<file path="config.mk">
export PLATFORM = sky130hd
export DESIGN_NAME = demux_1_8_reg
export DESIGN_NICKNAME = d
export VERILOG_FILES = /design/src/rtl/demux_1_8_reg.sv
export SDC_FILE = /design/constraint.sdc
export NUM_CORES = 1
export LEC_CHECK = 0
export BUFFER_PORTS_ARGS = -buffer_cell sky130_fd_sc_hd__buf_2
export CAP_MARGIN = 10
export CELL_PAD_IN_SITES_DETAIL_PLACEMENT = 2
export CELL_PAD_IN_SITES_GLOBAL_PLACEMENT = 2
export CORE_MARGIN = 2
export CORE_UTILIZATION = 39
export CTS_CLUSTER_DIAMETER = 120
export DETAILED_ROUTE_END_ITERATION = 6
export GPL_TIMING_DRIVEN = 0
export PLACE_DENSITY = 0.95
export SLEW_MARGIN = 20
export SYNTH_ARGS = -nofsm -noshare
export SYNTH_HDL_FRONTEND = slang
export SYNTH_HIERARCHICAL = 1
export SYNTH_SLANG_ARGS = --single-unit
</file>
<file path="constraint.sdc">
create_clock -name clk -period 6 [get_ports clk]
set_input_delay 0.3 -clock clk [delete_from_list [all_inputs] [get_ports clk]]
set_output_delay 0.3 -clock clk [all_outputs]
set_load 0.02 [all_outputs]
</file>
<file path="src/rtl/demux_1_8_reg.sv">
// Registered 1-to-8 demultiplexer with per-lane occupancy flags, consumer ACK release and occupancy count.
// Optional broadcast write to all lanes is enabled by defining DEMUX_BCAST_EN.

module demux_1_8_reg_lane #(
  parameter int WIDTH = 16
) (
  input  logic             clk,
  input  logic             rst,
  input  logic             i_wr,
  input  logic             i_ack,
  input  logic [WIDTH-1:0] i_x,
  output logic [WIDTH-1:0] o_a,
  output logic             o_v,
  output logic             o_v_nxt,
  output logic             o_free
);
  logic             r_v;
  logic [WIDTH-1:0] r_a;

  // A write wins over a same-cycle release, so the lane stays occupied with the new word.
  assign o_v_nxt = i_wr | (r_v & ~i_ack);
  assign o_free  = ~r_v | i_ack;
  assign o_v     = r_v;
  assign o_a     = r_a;

  always_ff @(posedge clk or posedge rst) begin
    if (rst) begin
      r_v <= 1'b0;
      r_a <= '0;
    end else begin
      r_v <= o_v_nxt;
      if (i_wr) r_a <= i_x;
    end
  end
endmodule

module demux_1_8_reg #(
  parameter int WIDTH = 16
) (
  input  logic             clk,
  input  logic             rst,
  input  logic [WIDTH-1:0] X,
  input  logic [2:0]       S,
  input  logic             X_valid,
  output logic             X_ready,
  output logic [WIDTH-1:0] A0,
  output logic [WIDTH-1:0] A1,
  output logic [WIDTH-1:0] A2,
  output logic [WIDTH-1:0] A3,
  output logic [WIDTH-1:0] A4,
  output logic [WIDTH-1:0] A5,
  output logic [WIDTH-1:0] A6,
  output logic [WIDTH-1:0] A7,
  output logic [7:0]       V,
  input  logic [7:0]       ACK,
`ifdef DEMUX_BCAST_EN
  input  logic             BCAST,
`endif
  output logic [3:0]       COUNT
);
  localparam int NUM_LANES = 8;

  logic [NUM_LANES-1:0][WIDTH-1:0] w_a;
  logic [NUM_LANES-1:0]            w_v;
  logic [NUM_LANES-1:0]            w_v_nxt;
  logic [NUM_LANES-1:0]            w_free;
  logic [NUM_LANES-1:0]            w_wr;
  logic                            w_bcast;
  logic                            w_accept;
  logic [3:0]                      w_cnt_nxt;
  logic [3:0]                      r_count;

`ifdef DEMUX_BCAST_EN
  assign w_bcast = BCAST;
`else
  assign w_bcast = 1'b0;
`endif

  // Broadcast needs every lane free (or being released) this cycle; S is ignored.
  assign X_ready  = w_bcast ? (&w_free) : w_free[S];
  assign w_accept = X_valid & X_ready;

  for (genvar i = 0; i < NUM_LANES; i++) begin : g_lane
    assign w_wr[i] = w_accept & (w_bcast | (S == 3'(i)));

    demux_1_8_reg_lane #(.WIDTH(WIDTH)) u_lane (
      .clk     (clk),
      .rst     (rst),
      .i_wr    (w_wr[i]),
      .i_ack   (ACK[i]),
      .i_x     (X),
      .o_a     (w_a[i]),
      .o_v     (w_v[i]),
      .o_v_nxt (w_v_nxt[i]),
      .o_free  (w_free[i])
    );
  end

  always_comb begin
    w_cnt_nxt = 4'd0;
    for (int i = 0; i < NUM_LANES; i++) w_cnt_nxt = w_cnt_nxt + 4'(w_v_nxt[i]);
  end

  // Count is the popcount of next-state flags, so it tracks V exactly and cannot wrap.
  always_ff @(posedge clk or posedge rst) begin
    if (rst) r_count <= 4'd0;
    else     r_count <= w_cnt_nxt;
  end

  assign COUNT = r_count;
  assign V     = w_v;
  assign A0    = w_a[0];
  assign A1    = w_a[1];
  assign A2    = w_a[2];
  assign A3    = w_a[3];
  assign A4    = w_a[4];
  assign A5    = w_a[5];
  assign A6    = w_a[6];
  assign A7    = w_a[7];
endmodule

</file>
==> metrics.md <==
| Metric | Value |
|---|---|
| Worst Path Max Fanout | `10` |
| CP Data Arrival Time | `3.75 ns` |
| TritonCTS clock tree | `built` |
| Number of buffers added by the clock tree synthesis step | `17` |
| Worst R2R Setup Slack | `2.54 ns` |
| Total vias in the final route | `3639` |
| Final estimated routing congestion in global placement | `0.734` |
| Routed wire length | `17800 µm` |
| All-layer global routing usage | `23.2%` |
| Clock root buffer master | `clkbuf_16` |
| Count of routing violations after the opening detailed-route iteration | `120` |
| Number of nets at the end of the flow | `585` |
| Starting density of the core | `39.6%` |
| Post-detailed-route wirelength per cell | `23.8 µm` |
| Wire length of the first global-routing pass | `27700 µm` |
| Share of synthesized area occupied by flip-flops and latches | `58.6%` |
| Vias per cell | `4.86` |
| Avg Inst Size Synth | `16.7 µm²` |
| Maximum number of pins on one net before global-route repair | `18` |
| Fmax | `289 MHz` |
| Max-cap violations | `0` |
| Multi-input logic area | `2140 µm²` |
| Clock sink count | `140` |
| Critical path data required time | `6.29 ns` |
| Number of synthesis warnings | `6` |
| Final period util | `57.7%` |
| Site row count | `45` |
| Global route overflow | `0` |
| Area share of the largest cell type after synthesis | `58.6%` |
| PwrDens | `422 nW/µm²` |
| Top cells by area in the synthesized netlist | `dfrtp_1 (59%), mux2_4 (18%), mux2_2 (11%), buf_12 (2.7%), buf_6 (1.7%)` |
| Number of global-route vias before repair | `4365` |
| Fill cell count | `1441` |
| Overall die area | `16300 µm²` |
| Cell count after synthesis | `358` |
| Flip-flop cell with the highest count after synthesis | `dfrtp_1` |
| Die width | `128 µm` |
| Reg2Reg Depth | `11` |
| Fin. max-slew vios | `0` |
| Worst min-delay path startpoint | `ACK[2]` |
| Area taken by flip-flops and latches | `3500 µm²` |
| Syn nets | `395` |
| RSZ-0062 raised after global routing | `false` |
| Worst Skew | `0.0119 ns` |
| Commonest cells in the netlist | `dfrtp_1 (140), mux2_4 (73), mux2_2 (56)` |
| Buffers on Ports | `170` |
| Number of optimization iterations in the first detailed-route pass | `4` |
| Worst reg2reg endpoint | `COUNT[2]$_DFF_PP0_` |
| Half-perimeter wire length after detailed placement | `13100 µm` |
| Critical path class | `reg2reg` |
| Final critical delay including setup and external delays | `3.46 ns` |
| Leading cell type by number of instances after synthesis | `dfrtp_1` |
| Run status | `finished, final reports clean` |
| Reg2reg start | `g_lane[5].u_lane/o_v$_DFF_PP0_` |
| Clock latency reported for the late side of the worst-skew pair | `0.41 ns` |
| Core box area | `15100 µm²` |
| Final setup fails | `0` |
| Worst slew margin relative to its limit | `47.5%` |
| Residual DRC count | `0` |
| Static Leakage | `0.00381 µW` |
| Synth Cell Area | `5980 µm²` |
| Share of final-layout standard cells stronger than drive strength 1 | `62.7%` |
| Initial antenna violation count | `1` |
| Buffer levels on the longest clock path | `2` |
| Number of synthesized flops with an enable pin | `0` |
| Number of hold violations in the final report | `0` |
| Distinct cell type count of the synthesized netlist | `27` |
| Peak VDD IR | `0.219 mV` |
| Transition time at the pin with the least slew margin | `0.786 ns` |
| Hold endpoint | `g_lane[2].u_lane/o_v$_DFF_PP0_` |
| Kind of end point of the critical path | `flip-flop` |
| Die Ht | `128 µm` |
| Worst Hold Depth | `3` |
| Antenna Cells | `0` |
| Setup Total Neg Slack | `0 ns` |
| Post-detailed-route count of antenna-violating nets | `0` |
| Synth-to-Final Area Change | `28.5%` |
| Register bit total from synthesis | `140` |
| CTS clk-pin slew, worst paths | `0.06 ns` |
| Number of I/O pins | `171` |
| Cell taking the most area after synthesis | `dfrtp_1` |
| Ys async rst share | `100%` |
| Maximum level of the CTS H-tree | `4` |
| Post-CTS setup buffer count | `0` |
| Startpoint kind of the worst setup timing path | `flip-flop` |
| Post-CTS Resized | `0` |
| Hold Worst Slack | `0.190 ns` |
| Type of the most critical hold path | `in2reg` |
## per-layer routing
metal,GRT usage [%],vias up,share of wire [%],wire [µm]
met5,0,-,0.073,13
met4,5.82,2,1.2,220
met3,7.64,14,6.2,1100
met2,41.8,130,52,9340
met1,26.6,1901,40,7130
li1,-,1592,-,-
## where the power goes
part	internal, µW	total [µW]	switching, µW	leakage (µW)
clock	665	1080	415	0.000289
combinational	378	878	500	0.00182
sequential	1150	1280	131	0.00170
## registers in the layout, indices dropped and copies added (netlist names)
name / flops
g_lane.u_lane/o_v: 8
g_lane.u_lane/o_a: 128
COUNT: 4
## cells in the final DEF (no fill, tap or decap), types with 4 or more instances in the layout
master / count
buf_6: 9
mux2_4: 73
mux2_2: 56
buf_2: 170
buf_12: 8
clkbuf_16: 17
nor2_1: 5
inv_1: 21
fa_1: 4
nand2_1: 5
dfrtp_1: 140
nand2b_1: 16
## layout make-up
cell class	count	share of cell area (%)
clock inverter	13	2.17
inverter	21	1.03
multi-input combinational	180	27.8
tap	188	3.06
timing repair buffer	171	11.2
sequential	140	45.6
clock buffer	18	5.72
buffer	17	3.40
## stage by stage
| stage | power (µW) | std cells | instance area [µm²] | util, % | setup slack, ns |
|---|---|---|---|---|---|
| 2_1_floorplan | 1820 | 358 | 5980 | - | 2.73 |
| 3_3_place_gp | 2120 | 716 | 7070 | 46.8 | 2.38 |
| 3_5_place_dp | 2180 | 716 | 7070 | 46.8 | 2.30 |
| 4_1_cts | 3290 | 748 | 7680 | 50.9 | 2.43 |
| 5_1_grt | 3400 | 748 | 7680 | 50.9 | 2.35 |
| 6_report | 3240 | 748 | 7680 | 50.9 | 2.54 |
## critical path: stages, from the launching register on
cell and delay, ns:
dfrtp_1 0.38, nand2b_1 0.13, nor3b_1 0.28, buf_6 0.20
buf_12 0.15, nand2b_1 0.14, inv_1 0.06, fa_1 0.49
fa_1 0.50, fa_1 0.43, fa_1 0.43, xnor2_1 0.15
## cell families (layout without fill, tap and decap cells)
kind of cell,Yosys count,in the layout,synth area share [%]
XOR/XNOR,1,1,0.147
buffers and inverters,38,240,5.69
AO/OA/AOI/OAI,3,3,0.544
adder cells (fa/ha/maj),7,7,1.97
multiplexers,130,130,29.1
AND/OR/NAND/NOR,39,39,4.00
flip-flops,140,140,58.6
## worst max-delay path by stage
stage	from	to	cells past startpoint
after floorplan	S[2]	COUNT[2]$_DFF_PP0_	11
after global placement	S[2]	COUNT[2]$_DFF_PP0_	12
after detailed placement	S[2]	COUNT[2]$_DFF_PP0_	12
after CTS	g_lane[5].u_lane/o_v$_DFF_PP0_	COUNT[2]$_DFF_PP0_	11
after global routing	g_lane[5].u_lane/o_v$_DFF_PP0_	COUNT[2]$_DFF_PP0_	11
final	g_lane[5].u_lane/o_v$_DFF_PP0_	COUNT[2]$_DFF_PP0_	11
## timing repair
action                                 4_1_cts  5_1_grt
hold buffers                                 1        0
endpoints found under the hold margin        4        0
setup endpoints to repair                    0        0
Note: power is estimated with default switching activity, not from simulation.
